**config.mk**
```make
export PLATFORM = sky130hd
export DESIGN_NAME = my_seq_adder
export DESIGN_NICKNAME = d
export VERILOG_FILES = /design/src/rtl/my_seq_adder.sv
export SDC_FILE = /design/constraint.sdc
export NUM_CORES = 1
export LEC_CHECK = 0
export ABC_CLOCK_PERIOD_IN_PS = 3300
export BUFFER_PORTS_ARGS = -buffer_cell sky130_fd_sc_hd__buf_2
export CORE_MARGIN = 2
export CORE_UTILIZATION = 55
export CTS_CLUSTER_DIAMETER = 30
export DETAILED_ROUTE_END_ITERATION = 8
export PLACE_DENSITY = 0.79
export SLEW_MARGIN = 40
export SYNTH_ARGS = -nofsm -noshare
export SYNTH_HDL_FRONTEND = slang
export SYNTH_SLANG_ARGS = --single-unit
```
**constraint.sdc**
```tcl
create_clock -name clk -period 3.3 [get_ports clk]
set_input_delay 0.165 -clock clk [delete_from_list [all_inputs] [get_ports clk]]
set_output_delay 0.165 -clock clk [all_outputs]
set_load 0.05 [all_outputs]
```
**src/rtl/my_seq_adder.sv**
```systemverilog
// Multi-cycle adder/subtractor: adds WIDTH-bit operands CHUNK bits per clock, LSB chunk first,
// rippling the carry through a register; start/busy/done handshake with atomic S/Co/Ov update.
module my_seq_adder #(
    parameter int unsigned WIDTH = 16,
    parameter int unsigned CHUNK = 4
) (
    input  logic             clk,
    input  logic             rst,
    input  logic             start,
    input  logic [WIDTH-1:0] A,
    input  logic [WIDTH-1:0] B,
    input  logic             Ci,
    input  logic             Sub,
    output logic             busy,
    output logic             done,
    output logic [WIDTH-1:0] S,
    output logic             Co,
    output logic             Ov
);

    localparam int unsigned NCH  = WIDTH / CHUNK;
    localparam int unsigned IDXW = (NCH > 1) ? $clog2(NCH) : 1;
    localparam logic [IDXW-1:0] LAST_IDX = IDXW'(NCH - 1);

    localparam logic [1:0] ST_IDLE = 2'd0;
    localparam logic [1:0] ST_RUN  = 2'd1;
    localparam logic [1:0] ST_DONE = 2'd2;

    logic [1:0]       state_q, state_d;
    logic [IDXW-1:0]  idx_q, idx_d;
    logic [WIDTH-1:0] a_q, a_d;
    logic [WIDTH-1:0] b_q, b_d;
    logic             carry_q, carry_d;
    logic [WIDTH-1:0] res_q, res_d;
    logic [WIDTH-1:0] s_q, s_d;
    logic             co_q, co_d;
    logic             ov_q, ov_d;

    logic [31:0]      off;
    logic [CHUNK-1:0] chunk_a, chunk_b;
    logic [CHUNK:0]   sum_c;
    logic             msb_cin;
    logic [WIDTH-1:0] res_upd;

    always_comb begin
        state_d = state_q;
        idx_d   = idx_q;
        a_d     = a_q;
        b_d     = b_q;
        carry_d = carry_q;
        res_d   = res_q;
        s_d     = s_q;
        co_d    = co_q;
        ov_d    = ov_q;

        off     = 32'(idx_q) * CHUNK;
        chunk_a = CHUNK'(a_q >> off);
        chunk_b = CHUNK'(b_q >> off);
        sum_c   = {1'b0, chunk_a} + {1'b0, chunk_b} + {{CHUNK{1'b0}}, carry_q};
        // Carry into the top bit of this chunk, recovered from the sum bit.
        msb_cin = chunk_a[CHUNK-1] ^ chunk_b[CHUNK-1] ^ sum_c[CHUNK-1];
        // res_q is cleared on capture, so each chunk can simply be OR-ed into place.
        res_upd = res_q | (WIDTH'(sum_c[CHUNK-1:0]) << off);

        case (state_q)
            ST_IDLE, ST_DONE: begin
                if (start) begin
                    a_d     = A;
                    b_d     = Sub ? ~B : B;
                    carry_d = Sub ? ~Ci : Ci;
                    res_d   = '0;
                    idx_d   = '0;
                    state_d = ST_RUN;
                end else begin
                    state_d = ST_IDLE;
                end
            end
            ST_RUN: begin
                res_d   = res_upd;
                carry_d = sum_c[CHUNK];
                idx_d   = idx_q + 1'b1;
                if (idx_q == LAST_IDX) begin
                    idx_d   = '0;
                    state_d = ST_DONE;
                    s_d     = res_upd;
                    co_d    = sum_c[CHUNK];
                    ov_d    = msb_cin ^ sum_c[CHUNK];
                end
            end
            default: state_d = ST_IDLE;
        endcase
    end

    always_ff @(posedge clk) begin
        if (rst) begin
            state_q <= ST_IDLE;
            idx_q   <= '0;
            a_q     <= '0;
            b_q     <= '0;
            carry_q <= 1'b0;
            res_q   <= '0;
            s_q     <= '0;
            co_q    <= 1'b0;
            ov_q    <= 1'b0;
        end else begin
            state_q <= state_d;
            idx_q   <= idx_d;
            a_q     <= a_d;
            b_q     <= b_d;
            carry_q <= carry_d;
            res_q   <= res_d;
            s_q     <= s_d;
            co_q    <= co_d;
            ov_q    <= ov_d;
        end
    end

    assign busy = (state_q == ST_RUN);
    assign done = (state_q == ST_DONE);
    assign S    = s_q;
    assign Co   = co_q;
    assign Ov   = ov_q;

endmodule

```
# Yosys cells after proc, flatten, opt, wreduce, memory -nomap -nowiden
# Index checks and enable logic that the tools add are counted.
classes:
  addsub: 3
  eq_ne: 5
  shifts: 3
  mux: 12
  bitwise_logic: 6
  reduce_logical: 6
op_table:
  columns: ["operator", "count"]
  rows:
  - ["16-bit 2-to-1 mux", 2]
  - ["16-bit case mux with 2 select lines", 1]
  - ["16-bit by 4-bit >> shifter with 4-bit output", 2]
  - ["16-bit NOT", 1]
  - ["16-bit bitwise OR", 1]
  - ["4-bit by 4-bit << shifter with 16-bit output", 1]
  - ["2-bit case mux with 2 select lines", 2]
  - ["2-bit 2-to-1 mux", 3]
  - ["2-bit AND reduction", 3]
  - ["4-bit by 4-bit adder with 5-bit output", 1]
  - ["5-bit by 1-bit adder with 5-bit output", 1]
  - ["2-bit equality test (second input constant)", 2]
  - ["1-bit 2-to-1 mux", 3]
  - ["1-bit bitwise XOR", 3]
  - ["2-bit by 1-bit adder with 2-bit output (second input constant)", 1]
  - ["2-bit by 1-bit equality test with 1-bit output (second input constant)", 1]
  - ["2-bit zero test", 1]
  - ["2-bit by 1-bit inequality test with 1-bit output (second input constant)", 1]
  - ["2-bit inequality test (second input constant)", 1]
  - ["1-bit case mux with 2 select lines", 1]
  - ["2-bit nonzero test", 1]
  - ["2-bit OR reduction", 1]
  - ["1-bit NOT", 1]
word_totals:
  reg_bits: 71
  input_bits: 37
  output_inout_bits: 20
  word_cells: 44

# Logic depth before layout (Yosys ltp)
logic_depth:
  ltp_word: 6
  ltp_mapped: 9
  depth_no_buf: 7

# Worst setup path after synthesis
# OpenSTA, ideal clock, no wires.
synth_timing:
  path_kind: "register to register"
  start: "register idx_q[1]"
  end: "register ov_q, in the netlist Ov"
  setup_time_ns: 0.086
  arrival_time_ns: 2.693
  required_ns: 3.214
  slack_ns: 0.521
  path_stages_with_launch: 10
  n_path_buf: 2
  period_less_slack_ns: 2.779
  cell_sequence: "dfxtp_1 -> buf_2 -> buf_1 -> mux4_2 -> fa_1 -> fa_1 -> a21o_1 -> a21oi_1 -> xor2_1 -> a211oi_1"
synth_via:
  elab_chain_cells: 5
  word_cells_on_any_way: 9
  classes_between: "2 x add/sub; 1 x eq/ne; 2 x shift; 3 x bitwise; 1 x reduce/logical"
synth_rtl:
  columns: ["item", "line", "text"]
  rows:
  - ["start, declared", "30", "logic [IDXW-1:0] idx_q, idx_d;"]
  - ["start signal, assigned", "107", "idx_q <= idx_d;"]
  - ["16-bit by 4-bit >> shifter with 4-bit output, on equally long branches", "57, 58", null]
  - ["4-bit by 4-bit adder with 5-bit output", "59", "sum_c = {1'b0, chunk_a} + {1'b0, chunk_b} + {{CHUNK{1'b0}}, carry_q};"]
  - ["5-bit by 1-bit adder with 5-bit output", "59", null]
  - ["1-bit bitwise XOR", "61", "msb_cin = chunk_a[CHUNK-1] ^ chunk_b[CHUNK-1] ^ sum_c[CHUNK-1];"]
  - ["1-bit bitwise XOR", "87", "ov_d = msb_cin ^ sum_c[CHUNK];"]
  - ["end signal, assigned", "114", "ov_q <= ov_d;"]
  - ["end, declared", "37", "logic ov_q, ov_d;"]
# Several ways; a longest one is shown, not always the timed one.
# A chain may end at the register's enable or synchronous reset.

# Worst setup path after layout
layout_timing:
  start: "register idx_q[0]"
  end: "register ov_q, in the netlist Ov"
# Same word-level chain as after synthesis.

==> out/summary.md <==
- **final worst hold slack** 0.0574 ns
- **most area-consuming cells after synthesis** sky130_fd_sc_hd__dfxtp_1, sky130_fd_sc_hd__nor2_1, sky130_fd_sc_hd__a211oi_1
- **final slew viol count** 0
- **area occupied by registers** 1420 sq um
- **number of stages on the worst hold path** 3
- **total power divided by cell area** 513 nW/um^2
- **commonest non-fill, non-tap cell in the layout** sky130_fd_sc_hd__dfxtp_1
- **RD Place Congestion** 0.791
- **CTS tree** yes
- **fraction of post-synthesis cell area in the top cell type by area** 46.5%
- **maximum ir drop on the vdd rail** 0.000259 V
- **Worst Setup End Kind** flip-flop
- **source-to-sink clock delay at the later pin of the worst-skew pair** 0.34 ns
- **post-placement cell count** 438
- **multi-input combinational cell area** 1510 sq um
- **antenna violations before repair** 0
- **Synthesized Nets** 376
- **via count of the first global-routing pass** 2329
- **upper clock frequency limit** 327 MHz
- **count of boundary I/O pins** 57
- **first-pass GRT wire length** 10700 um
- **Die Span X** 78.5 um
- **time the worst path needs with I/O delays and setup** 3.05 ns
- **Min-Delay Path Class** input pin to flip-flop
- **data required time at the worst endpoint** 3.56 ns
- **via density per instance** 5.41
- **number of antenna-violating nets in the routed design** 0
- **main combinational cell family by area after synthesis** compound AO/OA/AOI/OAI gates
- **hold endpoint** a_q[10]
- **commonest non-fill, non-tap cells in the layout** sky130_fd_sc_hd__dfxtp_1, sky130_fd_sc_hd__nor2_1, sky130_fd_sc_hd__buf_2
- **starting DRC count in detailed routing** 154
- **count of placed standard cells in the final layout, fillers left out** 453
- **xor and xnor fraction of the mapped netlist area** 5.45%
- **Avg WL per Cell** 13.6 um
- **outcome** complete, no violations
- **Critical Path Source Type** flip-flop
- **Syn Inst Count** 333
- **Detailed Place HPWL** 4340 um
- **Crit path arrival time** 3.31 ns
- **diode insertion count for antenna repair** 0
- **placeable core area** 5440 sq um
- **post-layout net count** 420
- **num rows** 27
- **synthesis-stage register bit count** 71
- **clock skew after layout** 0.00438 ns
- **number of iterations in the first detailed-routing pass** 4
- **GR Util All Layers** 22.2%
- **area of the mapped netlist** 3060 sq um
- **number of maximum-capacitance violations** 0
- **Synth area leader** sky130_fd_sc_hd__dfxtp_1
- **final wirelength** 6170 um
- **Reg clk slew, reported paths** 0.07 ns
- **global route total overflow** 0
- **multiplexer area fraction after synthesis** 5.90%
- **filler cell count in the final layout** 461
- **synthesized-area fraction occupied by ao, oa, aoi and oai cells** 17.3%
- **Layout area overhead** 15.6%
- **CTS root buf** sky130_fd_sc_hd__clkbuf_8
- **Sum Neg Setup Slack** 0 ns
- **overall die area** 6170 sq um
- **mean instance size in the synthesized netlist** 9.18 sq um
- **RSZ-0062 raised after global routing** no
- **via total after detailed routing** 2450
- **# hold bufs at CTS** 0
- **CTS H-Tree Depth** 3
- **slew at the pin with the worst max-slew slack** 0.782 ns
- **cell depth of the worst flop-to-flop path** 7
- **final count of hold timing violations** 0
- **Yosys warning total** 0
- **number of buffers added on ports** 56
- **highest net fanout along the worst path** 8
- **Cell variety after synth** 37
- **Worst Hold Launch** A[10]
- **setup-violating endpoint count in the final report** 0
- **worst setup path category** flip-flop to flip-flop
- **fraction of the cycle the final worst path needs** 92.5%
- **leakage power** 0.00141 uW
- **Starting Density** 56.2%
- **fraction of final layout cells with drive strength greater than 1** 23.4%
- **buffer depth of the longest clock path** 2
- **synthesized-area fraction occupied by and/or/nand/nor cells** 17.3%
- **Post-Synth Adder-Cell Area** 2.95%
- **sequential fraction of the synthesis area** 46.5%
- **Reg-to-Reg Start** idx_q[0]
- **maximum number of pins on one net before global-route repair** 57
- **count of clock tree sinks** 71
- **number of CTS-inserted buffers** 9
- **die height** 78.5 um
- **Max transition margin** 47.9%
- **total DRC errors in the routed layout** 0
- **reg-to-reg setup timing slack** 0.25 ns
- **reg-to-reg critical path endpoint** Ov
==> worst max-delay path, cell delays in order, from the launching register on <==
cell	delay, ns
sky130_fd_sc_hd__dfxtp_1	0.63
sky130_fd_sc_hd__mux4_2	0.58
sky130_fd_sc_hd__fa_1	0.45
sky130_fd_sc_hd__fa_1	0.45
sky130_fd_sc_hd__a21o_1	0.21
sky130_fd_sc_hd__a21oi_1	0.28
sky130_fd_sc_hd__xor2_1	0.13
sky130_fd_sc_hd__a211oi_1	0.24
==> layer usage <==
metal  track usage (%)  share of wire, %
met1              27.1                43
met2              37.1                49
met3              4.71               6.0
met4              10.7               1.4
met5                 0                 0
==> how the worst max path moves through the flow <==
stage	start	end	slack (ns)	cells past startpoint
floorplan	idx_q[1]	Ov	0.52	9
CTS	idx_q[0]	S[6]	0.23	6
global route	idx_q[0]	Ov	0.1	7
global placement	idx_q[0]	S[14]	0.33	6
finish	idx_q[0]	Ov	0.25	7
detailed placement	idx_q[0]	S[6]	0.23	6
==> area by class of cell <==
cell class / count / area share, %
repair buffers: 60 / 9.36
clock inverters: 1 / 0.850
flip-flops and latches: 71 / 40.3
inverters: 2 / 0.213
well taps: 72 / 2.55
clock buffers: 14 / 4.04
multi-input cells: 233 / 42.7
==> Yosys cell counts <==
master	instances
sky130_fd_sc_hd__nand3_1	1
sky130_fd_sc_hd__nor2_1	58
sky130_fd_sc_hd__a31oi_1	5
sky130_fd_sc_hd__buf_4	2
sky130_fd_sc_hd__a21oi_1	31
sky130_fd_sc_hd__mux4_2	8
sky130_fd_sc_hd__a211o_1	1
sky130_fd_sc_hd__inv_1	1
sky130_fd_sc_hd__and2b_1	1
sky130_fd_sc_hd__and3_4	1
sky130_fd_sc_hd__inv_2	1
sky130_fd_sc_hd__nor2b_1	2
sky130_fd_sc_hd__a311oi_1	3
sky130_fd_sc_hd__dfxtp_1	71
sky130_fd_sc_hd__fa_1	2
sky130_fd_sc_hd__or3_1	1
sky130_fd_sc_hd__ha_1	4
sky130_fd_sc_hd__a211oi_1	28
sky130_fd_sc_hd__xnor2_1	17
sky130_fd_sc_hd__nor3_1	17
sky130_fd_sc_hd__o21ai_2	1
sky130_fd_sc_hd__and3_1	1
sky130_fd_sc_hd__nand2_1	33
sky130_fd_sc_hd__buf_6	1
sky130_fd_sc_hd__o21ai_0	1
sky130_fd_sc_hd__a21o_1	3
sky130_fd_sc_hd__buf_2	13
sky130_fd_sc_hd__nand2b_1	2
sky130_fd_sc_hd__nand2b_2	1
sky130_fd_sc_hd__and2_1	3
sky130_fd_sc_hd__a311oi_2	3
sky130_fd_sc_hd__xor2_1	2
sky130_fd_sc_hd__buf_1	3
sky130_fd_sc_hd__nand2_2	1
sky130_fd_sc_hd__clkbuf_1	8
sky130_fd_sc_hd__or2_1	1
sky130_fd_sc_hd__a41oi_2	1
==> cell families after synthesis <==
group / count (synthesis)
xor gates and xnor gates: 19
DFF: 71
and+or+nand+nor: 123
adders and majority gates: 6
AOI/OAI and AO/OA: 77
buffers and inverters: 29
muxes: 8
==> per-stage QoR <==
stage	total power (uW)	setup WS, ns	area (sq um)	util (%)
4_1_cts	1820	0.227	3520	64.8
3_5_place_dp	1190	0.233	3350	61.6
2_1_floorplan	1120	0.521	3060	-
5_1_grt	1890	0.0983	3530	64.9
3_3_place_gp	1180	0.331	3320	61.1
6_report	1810	0.246	3530	64.9
==> repair_timing <==
item | in CTS | in global routing
setup buffers | 0 | 0
gates resized for setup | 0 | 1
endpoints found under the setup margin | 0 | 1
==> state kept, by name (all words and copies together) (netlist names) <==
signal / cells
Ov: 1
res_q: 16
a_q: 16
Co: 1
state_q: 2
idx_q: 2
b_q: 16
S: 16
carry_q: 1
==> report_power, final <==
group	internal [uW]	switching, uW	total [uW]
logic	105	150	255
clock network	347	291	638
registers	894	26.1	920
total	1350	466	1810
(Power assumes the default switching activity.)
